File: src/rtl/bcd_pkg.sv
// Shared types and constants for the serial BCD adder: FSM state encoding,
// digit width and the decimal correction constants.
package bcd_pkg;

  localparam int unsigned BCD_W    = 4;
  localparam int unsigned BCD_MAX  = 9;
  localparam int unsigned BCD_CORR = 6;

  typedef enum logic [1:0] {
    IDLE,
    ADD,
    DONE
  } state_e;

  function automatic logic digit_invalid(input logic [BCD_W-1:0] d);
    return d > BCD_W'(BCD_MAX);
  endfunction

endpackage

File: src/rtl/bcd_digit_slice.sv
// Single-digit BCD adder: binary sum of two digits plus carry, corrected by +6
// whenever the raw sum exceeds 9. Out-of-range digits use the same rule.
module bcd_digit_slice
  import bcd_pkg::*;
(
  input  logic [BCD_W-1:0] a_i,
  input  logic [BCD_W-1:0] b_i,
  input  logic             c_i,
  output logic [BCD_W-1:0] digit_o,
  output logic             carry_o
);

  logic [BCD_W:0] t;
  logic [BCD_W:0] t_corr;

  always_comb begin
    t      = {1'b0, a_i} + {1'b0, b_i} + {{BCD_W{1'b0}}, c_i};
    t_corr = t + (BCD_W + 1)'(BCD_CORR);
    if (t > (BCD_W + 1)'(BCD_MAX)) begin
      digit_o = t_corr[BCD_W-1:0];
      carry_o = 1'b1;
    end else begin
      digit_o = t[BCD_W-1:0];
      carry_o = 1'b0;
    end
  end

endmodule

File: src/rtl/bcd_serial_adder_ctrl.sv
// Multi-digit BCD adder that reuses one digit slice, processing one digit per
// clock from the least significant end, with a start/done handshake.
module bcd_serial_adder_ctrl
  import bcd_pkg::*;
#(
  parameter int unsigned DIGITS = 4
) (
  input  logic                  clk,
  input  logic                  rst_n,
  input  logic                  start,
  input  logic [4*DIGITS-1:0]   a,
  input  logic [4*DIGITS-1:0]   b,
  input  logic                  cin,
  output logic                  busy,
  output logic                  done,
  output logic [4*DIGITS-1:0]   sum,
  output logic                  cout,
  output logic                  err
);

  localparam int unsigned W     = BCD_W * DIGITS;
  localparam int unsigned IDX_W = (DIGITS > 1) ? $clog2(DIGITS) : 1;

  state_e             state_q;
  logic [IDX_W-1:0]   idx_q;
  logic [W-1:0]       a_sh_q;
  logic [W-1:0]       b_sh_q;
  logic [W-1:0]       sum_q;
  logic               carry_q;
  logic               cout_q;
  logic               err_q;

  logic [BCD_W-1:0]   digit_d;
  logic               carry_d;
  logic               op_err;

  always_comb begin
    op_err = 1'b0;
    for (int unsigned i = 0; i < DIGITS; i++) begin
      op_err = op_err | digit_invalid(a[BCD_W*i +: BCD_W])
                      | digit_invalid(b[BCD_W*i +: BCD_W]);
    end
  end

  bcd_digit_slice u_slice (
    .a_i     (a_sh_q[BCD_W-1:0]),
    .b_i     (b_sh_q[BCD_W-1:0]),
    .c_i     (carry_q),
    .digit_o (digit_d),
    .carry_o (carry_d)
  );

  always_ff @(posedge clk or negedge rst_n) begin
    if (!rst_n) begin
      state_q <= IDLE;
      idx_q   <= '0;
      a_sh_q  <= '0;
      b_sh_q  <= '0;
      sum_q   <= '0;
      carry_q <= 1'b0;
      cout_q  <= 1'b0;
      err_q   <= 1'b0;
    end else begin
      case (state_q)
        IDLE, DONE: begin
          if (start) begin
            state_q <= ADD;
            idx_q   <= '0;
            a_sh_q  <= a;
            b_sh_q  <= b;
            sum_q   <= '0;
            carry_q <= cin;
            cout_q  <= 1'b0;
            err_q   <= op_err;
          end else if (state_q == DONE) begin
            state_q <= IDLE;
          end
        end
        ADD: begin
          // operands shift down so the slice always sees the current digit at [3:0]
          sum_q[BCD_W*idx_q +: BCD_W] <= digit_d;
          a_sh_q  <= a_sh_q >> BCD_W;
          b_sh_q  <= b_sh_q >> BCD_W;
          carry_q <= carry_d;
          idx_q   <= idx_q + IDX_W'(1);
          if (idx_q == IDX_W'(DIGITS - 1)) begin
            cout_q  <= carry_d;
            state_q <= DONE;
          end
        end
        default: state_q <= IDLE;
      endcase
    end
  end

  assign busy = (state_q == ADD);
  assign done = (state_q == DONE);
  assign sum  = sum_q;
  assign cout = cout_q;
  assign err  = err_q;

endmodule

File: config.mk
export PLATFORM = sky130hd
export DESIGN_NAME = bcd_serial_adder_ctrl
export DESIGN_NICKNAME = d
export VERILOG_FILES = /design/src/rtl/bcd_pkg.sv /design/src/rtl/bcd_digit_slice.sv /design/src/rtl/bcd_serial_adder_ctrl.sv
export SDC_FILE = /design/constraint.sdc
export NUM_CORES = 1
export LEC_CHECK = 0
export CAP_MARGIN = 10
export CORE_MARGIN = 2
export CORE_UTILIZATION = 51
export DETAILED_ROUTE_END_ITERATION = 6
export PLACE_DENSITY = 0.83
export SLEW_MARGIN = 10
export SYNTH_ARGS = -nofsm -noshare
export SYNTH_HDL_FRONTEND = slang
export SYNTH_HIERARCHICAL = 1
export SYNTH_SLANG_ARGS = --single-unit
export TNS_END_PERCENT = 1
File: constraint.sdc
create_clock -name clk -period 3.3 [get_ports clk]
set_input_delay 0.99 -clock clk [delete_from_list [all_inputs] [get_ports clk]]
set_output_delay 0.99 -clock clk [all_outputs]
set_load 0.03 [all_outputs]
# Word level (Yosys, flattened, before mapping)
# Cells that the tools add are included.
dict set report op_classes {
  bitwise 7
  div 0
  n_addsub 5
  n_reduce_logical 7
  magnitude_cmp 9
  eq_ne 6
  n_shift 2
  muxes 20
  n_mul 0
}
# op count
set op_table {}
lappend op_table {{16-bit case mux with 2 select lines} 3}
lappend op_table {{16-bit two-way mux} 3}
lappend op_table {{4-bit negator with 34-bit output} 1}
lappend op_table {{4-bit by 34-bit variable shift with 16-bit output, first input constant} 1}
lappend op_table {{4-bit by 34-bit variable part select with 16-bit output} 1}
lappend op_table {{4-bit greater-than comparator, second input constant} 8}
lappend op_table {{16-bit bitwise mux} 1}
lappend op_table {{2-bit two-way mux} 4}
lappend op_table {{2-bit case mux with 2 select lines} 2}
lappend op_table {{1-bit OR} 7}
lappend op_table {{2-bit AND reduction} 3}
lappend op_table {{4-bit by 4-bit adder with 5-bit output} 1}
lappend op_table {{5-bit by 1-bit adder with 5-bit output} 1}
lappend op_table {{5-bit by 4-bit greater-than comparator with 1-bit output, second input constant} 1}
lappend op_table {{4-bit by 3-bit adder with 4-bit output, second input constant} 1}
lappend op_table {{2-bit == test, second input constant} 2}
lappend op_table {{1-bit two-way mux} 4}
lappend op_table {{4-bit two-way mux} 1}
lappend op_table {{1-bit case mux with 2 select lines} 2}
lappend op_table {{3-bit != test, second input constant} 1}
lappend op_table {{3-bit AND reduction} 1}
lappend op_table {{2-bit by 1-bit adder with 2-bit output, second input constant} 1}
lappend op_table {{2-bit by 1-bit == test with 1-bit output, second input constant} 1}
lappend op_table {{2-bit logical NOT} 1}
lappend op_table {{4 further kinds} 4}
dict set report word_totals {
  rom_bits 0
  out_inout_bits 20
  in_bits 36
  latchBits 0
  word_cells 64
  mem_bits_rw 0
  mem_count 0
  reg_bits 55
}

# Depth between registers and ports, before layout
# Gate-level depths: netlist of the first run.
dict set report logic_depth {
  depth_word 8
  depth_mapped 9
  mapped_depth_nobuf 9
}

# Modules after synthesis
# The synthesis of the first run kept the hierarchy.
# mod seq_area_each_um2 n_inst cells_each area_per_inst_um2
set by_module_without_submodules {}
lappend by_module_without_submodules {bcd_serial_adder_ctrl 1376.3 1 246 2428.6}
lappend by_module_without_submodules {bcd_digit_slice 0.0 1 22 211.5}

# Worst setup path before layout of the first run
# OpenSTA, ideal clock, no wires.
dict set report synth_path {
  path_type {reg-to-reg}
  startpoint {register a_sh_q[0]}
  endpoint {register sum_q[2] (netlist: sum[2])}
  setup_time_ps 84
  arrival_ps 2648
  slack_ps 568
  n_path_buf 0
  period_less_slack_ps 2732
  required_time_ps 3216
  stages_incl_launch_ff 10
  cell_sequence {dfrtp_1 > fa_1 > fa_1 > xnor2_1 > ha_1 > a31o_1 > o31ai_4 > mux2i_1 > nand2_1 > o21ai_0}
}
dict set report synth_between {
  elab_chain_len 7
  elab_cells_between_ends 8
  cone_classes {add/sub: 3; order compare: 1; shift: 1; mux: 3}
}
# element line_no
set synth_lines {}
lappend synth_lines {{from (decl)} bcd_serial_adder_ctrl.sv:26} ;# logic [W-1:0] a_sh_q;
lappend synth_lines {{from (signal assigned)} bcd_serial_adder_ctrl.sv:82} ;# a_sh_q <= a_sh_q >> BCD_W;
lappend synth_lines {{4-bit by 4-bit adder with 5-bit output *} bcd_digit_slice.sv:17} ;# t = {1'b0, a_i} + {1'b0, b_i} + {{BCD_W{1'b0}}, c_i};
lappend synth_lines {{5-bit by 1-bit adder with 5-bit output *} bcd_digit_slice.sv:17}
lappend synth_lines {{4-bit by 3-bit adder with 4-bit output or 5-bit by 4-bit greater-than comparator with 1-bit output (tied branches)} {bcd_digit_slice.sv:18, bcd_digit_slice.sv:19}}
lappend synth_lines {{4-bit two-way mux *} bcd_digit_slice.sv:19} ;# if (t > (BCD_W + 1)'(BCD_MAX)) begin
lappend synth_lines {{named net digit_d[2]} bcd_serial_adder_ctrl.sv:33} ;# logic [BCD_W-1:0] digit_d;
lappend synth_lines {{4-bit by 34-bit variable part select with 16-bit output *} bcd_serial_adder_ctrl.sv:81} ;# sum_q[BCD_W*idx_q +: BCD_W] <= digit_d;
lappend synth_lines {{16-bit bitwise mux *} bcd_serial_adder_ctrl.sv:81}
lappend synth_lines {{16-bit case mux with 2 select lines *} bcd_serial_adder_ctrl.sv:64} ;# case (state_q)
lappend synth_lines {{to (signal, indexed assignment)} bcd_serial_adder_ctrl.sv:81}
lappend synth_lines {{to (decl)} bcd_serial_adder_ctrl.sv:28} ;# logic [W-1:0] sum_q;
# The timed path passes the listed nets; every way through them passes the cells marked *.
# A chain may end at the register's enable or synchronous reset.

# Worst setup path after layout of the first run
# Ends and elaborated chain as after synthesis.

==> results of run 1 <==
per-layer routing:
metal / routed length, µm / global-route usage
met2: 2750 / 0.362
met1: 2730 / 0.293
met5: 0 / 0
met4: 76 / 0.0564
met3: 234 / 0.0417
final cells by class:
cell class | instances | area share
Clock buffer | 7 | 0.0229
Clock inverter | 1 | 0.00150
Inverter | 6 | 0.00676
Multi-Input combinational cell | 193 | 0.350
Sequential cell | 55 | 0.413
Tap cell | 70 | 0.0263
Timing Repair Buffer | 60 | 0.179
logic make-up (layout without fill, tap and decap cells):
| logic type | count (synthesis) | count (layout) | synth area share |
|---|---|---|---|
| compound gates | 73 | 73 | 0.192 |
| xor+xnor | 2 | 2 | 0.00664 |
| fa+ha+maj | 10 | 10 | 0.0531 |
| buf+inv | 20 | 74 | 0.0403 |
| flops | 55 | 55 | 0.521 |
| mux | 1 | 1 | 0.00379 |
| simple gates | 107 | 107 | 0.182 |
power groups by stage:
stage	Sequential (mW)	Clock, mW	Combinational [mW]
2_1_floorplan	1.25	0	1.45
3_3_place_gp	1.15	0	2.03
6_report	1.15	0.361	2.16
3_5_place_dp	1.16	0	2.12
4_1_cts	1.15	0.364	2.12
5_1_grt	1.20	0.392	2.39
worst max path at each step:
stage / from / to / cells after the start
floorplan: a_sh_q[0]$_DFFE_PN0P_ / sum[2]$_DFFE_PN0P_ / 9
global placement: a_sh_q[0]$_DFFE_PN0P_ / sum[2]$_DFFE_PN0P_ / 9
detailed placement: a_sh_q[0]$_DFFE_PN0P_ / sum[2]$_DFFE_PN0P_ / 9
CTS: a_sh_q[0]$_DFFE_PN0P_ / sum[2]$_DFFE_PN0P_ / 9
global route: a_sh_q[0]$_DFFE_PN0P_ / sum[2]$_DFFE_PN0P_ / 9
finish: a_sh_q[0]$_DFFE_PN0P_ / sum[2]$_DFFE_PN0P_ / 9
worst max-delay path, cell delays in order, from the launching register on:
cell and delay, ns:
dfrtp_1 0.41, fa_1 0.47, fa_1 0.43, xnor2_1 0.20, ha_1 0.25, a31o_1 0.23, o31ai_4 0.34, mux2i_2 0.36
nand2_1 0.08, o21ai_0 0.14
cells in the final DEF, fill, tap and decap left out, types with 2 or more instances in the layout:
master | synthesis | routed
nand2b_1 | 4 | 3
clkbuf_1 | 2 | 2
dfrtp_1 | 55 | 55
clkdlybuf4s50_1 | 0 | 54
fa_1 | 2 | 2
buf_4 | 4 | 4
o21ai_0 | 14 | 14
a21oi_1 | 7 | 7
nor2b_1 | 3 | 2
ha_1 | 8 | 8
a22o_1 | 21 | 21
inv_1 | 5 | 5
nand3_1 | 7 | 7
nor2_1 | 27 | 27
a31oi_1 | 25 | 25
xnor2_1 | 2 | 2
nor4_4 | 2 | 2
nand2_1 | 58 | 58
clkbuf_8 | 0 | 5
flip-flops by register name (all words and copies together), names as in the netlist:
signal,flops
err,1
sum,16
b_sh_q,16
cout,1
idx_q,2
carry_q,1
state_q,2
a_sh_q,16
==> reports/metrics.json, run 1 <==
{
  "area_growth_syn_to_layout_pct": 26.1,
  "crit_path_max_fanout": 4,
  "post-cts-setup-buffers": 0,
  "drive_above_1_share": 0.0652,
  "final.fill_count": 427,
  "clockRootBuffer": "clkbuf_8",
  "cts_tree": "yes",
  "total_internal_power_mw": 1.95,
  "outcome": "finished, final reports clean",
  "asyncSetResetFlopFracSynth": 1.00,
  "final-instance-count-excl-fill": 392,
  "worst_r2r_endpoint": "sum[2]$_DFFE_PN0P_",
  "synth_top_area_frac": 0.521,
  "grt_util_overall": 0.216,
  "synth_top_cell_by_area": "dfrtp_1",
  "finalCoreUtilization": 0.660,
  "antenna_violations_before_repair": 0,
  "p_leak_nw": 1.44,
  "route.vias.total": 2137,
  "synth-warning-count": 6,
  "drt-pass1-iter-count": 4,
  "clock_path_buffers": 2,
  "io_pins": 56,
  "detail-route-antenna-nets": 0,
  "max_freq_ghz": 0.335,
  "starting_density": 0.524,
  "cell_area_after_placement_um2": 3240,
  "start_kind": "flop",
  "numPortBuffers": 55,
  "max_slew_margin": 0.624,
  "fin_crit_ns": 2.99,
  "timing.max_cap.violations": 0,
  "count_of_final_hold_check_violations": 0,
  "antennaDiodeCount": 0,
  "cts_resized": 0,
  "worst_endpoint_required_time_ns": 3.53,
  "clock_insertion_delay_worst_skew_ns": 0.31,
  "dp_hpwl_um": 4200,
  "setup_repair_after_global_routing_missed_its_margin": "no",
  "gp_routability_congestion": 0.840,
  "timing.critical_path.arrival_ns": 3.22,
  "cts_hold_repair.buffers": 0,
  "grt.overflow.total": 0,
  "finalMaxSlewViolations": 0,
  "fin_tns_setup_ns": 0,
  "postLayoutSetupSlackWorst_ns": 0.315,
  "timing.reg2reg.setup_slack_ns": 0.31,
  "setup-violations-final": 0,
  "worst_hold_path.endpoint": "a_sh_q[12]$_DFFE_PN0P_",
  "yosys_most_used_dff": "dfrtp_1",
  "clock_sink_count": 55,
  "postSynthCellCount": 268,
  "finish.instance_area_um2": 3330,
  "die-area_um2": 5770,
  "synth_edf_count": 0,
  "min_period_over_period": 0.905,
  "grt_start_max_net_pins": 56,
  "skew_ns": 0.00479,
  "postRouteWirelength_um": 5790,
  "timing.critical_path.to_type": "flop",
  "finalNetCount": 367,
  "first_pass_grt_wire_length_um": 10100,
  "cts.htree.levels": 2,
  "yosysMostFrequentCell": "nand2_1",
  "rr_worst_depth": 9,
  "worst-setup-path-type": "flop to flop",
  "synth-seq-cells": 55,
  "max-vdd-ir-drop_uv": 461,
  "totalPowerFinal_mw": 3.67,
  "yosys.cell_types.count": 34,
  "cts-buffers-inserted": 5,
  "synth.yosys.seq_area_share": 0.521,
  "chipHeight_um": 76.0,
  "syn_nets": 314,
  "power.density_cell_area_nw_per_um2": 1100,
  "place_worst_setup_slack_ns": 0.311,
  "drt_drc_violations_left": 0,
  "hold_path.startpoint": "a_sh_q[12]$_DFFE_PN0P_",
  "via_per_inst": 5.45,
  "syn-cell-area_um2": 2640,
  "placedCellCount": 384,
  "tightestPinTransition_ns": 0.564,
  "crit-reg2reg-launch": "a_sh_q[0]$_DFFE_PN0P_",
  "initialDrtViolationCount": 106,
  "layout.area.seq_um2": 1380,
  "comb_power_share": 0.588,
  "synth_top_cells_by_area": "dfrtp_1 (52%), nand2_1 (8.2%), a22o_1 (7.0%)",
  "hold_path.class": "flop to flop",
  "ys_top_cells_by_count": "nand2_1 (58), dfrtp_1 (55), nor2_1 (27)",
  "multi_input_comb_area_um2": 1170,
  "routedWlPerCell_um": 14.8,
  "hold_path_depth": 1,
  "floorplan.rows": 26,
  "die_w_um": 76.0,
  "hold_slack_ns": 0.507,
  "switchingPower_mw": 1.72,
  "power.clock.fraction": 0.098,
  "first_global_vias": 2184,
  "cts.reportedPaths.clkPinSlew_ns": 0.09,
  "power.sequential.fraction": 0.314,
  "synth_area_per_cell_um2": 9.85,
  "placeableCoreArea_um2": 5040,
  "power_switching_share": 0.469
}
Note: power is estimated with default switching activity, not from simulation.
==> run 2: changes to the inputs <==
==> constraint.sdc (replaced) <==
create_clock -name clk -period 3.3 [get_ports clk]
set_input_delay 0.66 -clock clk [delete_from_list [all_inputs] [get_ports clk]]
set_output_delay 0.66 -clock clk [all_outputs]
set_load 0.03 [all_outputs]
==> reports/metrics.json, run 2 (same netlist as run 1, synthesis figures left out) <==
{
  "power.clock.fraction": 0.137,
  "dp_hpwl_um": 4150,
  "drt_drc_violations_left": 0,
  "gp_routability_congestion": 0.849,
  "first_pass_grt_wire_length_um": 10100,
  "finalMaxSlewViolations": 0,
  "post-cts-setup-buffers": 0,
  "count_of_final_hold_check_violations": 0,
  "fin_tns_setup_ns": 0,
  "crit_chain": "fa_1 > fa_1 > xnor2_1 > ha_1 > a31o_1 > o31ai_4 > mux2i_1 > nand2_1 > o21ai_0",
  "met2_wirelength_um": 2800,
  "first_global_vias": 2125,
  "p_leak_nw": 1.47,
  "chipHeight_um": 76.0,
  "crit_top_cell": "fa_1",
  "skew_ns": 0.0100,
  "cts_hold_repair.buffers": 0,
  "die-area_um2": 5770,
  "antennaDiodeCount": 0,
  "via_per_inst": 5.45,
  "multi_input_comb_area_um2": 1160,
  "layout.area.seq_um2": 1380,
  "grt_start_max_net_pins": 56,
  "postRouteWirelength_um": 5790,
  "initialDrtViolationCount": 86,
  "comb_power_share": 0.559,
  "final_cell_mix": "nand2_1 (58), dfrtp_1 (55), clkdlybuf4s50_1 (54)",
  "cpPeakStageDelay_ns": 0.47,
  "die_w_um": 76.0,
  "power.density_cell_area_nw_per_um2": 1120,
  "fin_crit_ns": 2.98,
  "cpLargestDelayFamily": "adder cells",
  "max_freq_ghz": 0.336,
  "cts_tree": "yes",
  "m1WireLength_um": 2630,
  "start_kind": "flop",
  "max_slew_margin": 0.377,
  "cts_resized": 0,
  "drive_above_1_share": 0.0652,
  "critical-path-slowest-cell": "fa_1",
  "drt-pass1-iter-count": 4,
  "finalNetCount": 367,
  "route.vias.total": 2137,
  "setup_repair_after_global_routing_missed_its_margin": "no",
  "area_growth_syn_to_layout_pct": 27.4,
  "floorplan.rows": 26,
  "clock_sink_count": 55,
  "cts.reportedPaths.clkPinSlew_ns": 0.09,
  "io_pins": 56,
  "clock_path_buffers": 2,
  "grt_util_overall": 0.218,
  "grt.overflow.total": 0,
  "power.sequential.fraction": 0.304,
  "outcome": "finished, final reports clean",
  "cell_area_after_placement_um2": 3230,
  "switchingPower_mw": 1.71,
  "routedWlPerCell_um": 14.8,
  "finish.instance_area_um2": 3360,
  "clockRootBuffer": "clkbuf_8",
  "timing.critical_path.arrival_ns": 3.21,
  "layout_commonest_cell": "nand2_1",
  "antenna_violations_before_repair": 0,
  "min_period_over_period": 0.903,
  "worst_endpoint_required_time_ns": 3.54,
  "crit_path_max_fanout": 4,
  "detail-route-antenna-nets": 0,
  "timing.max_cap.violations": 0,
  "numPortBuffers": 55,
  "path_buf_inv": 0,
  "wl_met3_um": 285,
  "tightestPinTransition_ns": 0.934,
  "placeableCoreArea_um2": 5040,
  "hold_path.class": "input pin to asynchronous set/reset pin",
  "total_internal_power_mw": 2.07,
  "highest_layer": "met4",
  "cts.htree.levels": 2,
  "worst-setup-path-type": "flop to flop",
  "setup-violations-final": 0,
  "cts-buffers-inserted": 5,
  "power_switching_share": 0.452,
  "clock_insertion_delay_worst_skew_ns": 0.32,
  "max-vdd-ir-drop_uv": 455,
  "final.fill_count": 408,
  "starting_density": 0.524,
  "timing.critical_path.to_type": "flop"
}
## run 2: cell count changes in the layout (fill, tap and decap cells not counted)
cell,change
bufinv_16,+2
buf_12,-1
buf_4,+1
clkbuf_1,-1
clkinv_2,-1
mux2i_1,+1
mux2i_2,-1
## run 2: worst register-to-register path, cell delays in order (launching register included)
cell and delay, ns:
dfrtp_1 0.41, fa_1 0.47, fa_1 0.41, xnor2_1 0.18, ha_1 0.24, a31o_1 0.23, o31ai_4 0.34, mux2i_1 0.41
nand2_1 0.08, o21ai_0 0.14
## run 2: power by group through the flow
stage | registers [mW] | logic, mW | clock network, mW
after floorplan | 1.25 | 1.45 | 0
after global placement | 1.15 | 2.01 | 0
after detailed placement | 1.16 | 2.09 | 0
after CTS | 1.15 | 2.11 | 0.532
after global routing | 1.19 | 2.34 | 0.561
final | 1.15 | 2.11 | 0.519
## run 2: cell type report
cell class	count	share of cell area
sequential	55	0.409
multi-input combinational	193	0.345
timing repair buffer	60	0.173
tap	70	0.0260
clock buffer	6	0.0216
clock inverter	2	0.0179
inverter	6	0.00669
## run 2: final timing paths
| path | from | to | slack (ns) | cells after the start |
|---|---|---|---|---|
| worst max-delay path | a_sh_q[0]$_DFFE_PN0P_ | sum[2]$_DFFE_PN0P_ | 0.32 | 9 |
| worst min-delay path | rst_n | sum[7]$_DFFE_PN0P_ | 0.48 | 1 |
| worst max register to register | a_sh_q[0]$_DFFE_PN0P_ | sum[2]$_DFFE_PN0P_ | 0.32 | 9 |
| worst min register to register | b_sh_q[12]$_DFFE_PN0P_ | b_sh_q[12]$_DFFE_PN0P_ | 0.51 | 1 |
| max in group asynchronous | rst_n | b_sh_q[15]$_DFFE_PN0P_ | 2.15 | 2 |
| min in group clk | b_sh_q[12]$_DFFE_PN0P_ | b_sh_q[12]$_DFFE_PN0P_ | 0.51 | 1 |
## run 2: stage by stage
step                      worst slack [ns]  instances  power, mW  hold slack [ns]  utilization
after floorplan                      0.568        268       2.69            0.364            -
after global placement               0.441        384       3.16            0.485        0.641
after detailed placement             0.317        384       3.25            0.482        0.641
after CTS                            0.304        392       3.79            0.501        0.667
after global routing                 0.175        392       4.09            0.528        0.667
final                                0.321        392       3.78            0.483        0.667
## run 2: layer usage
layer | up-vias | track usage
met5 | - | 0
met2 | 58 | 0.349
met1 | 1026 | 0.300
met3 | 7 | 0.0512
met4 | 0 | 0.0636
li1 | 1046 | -
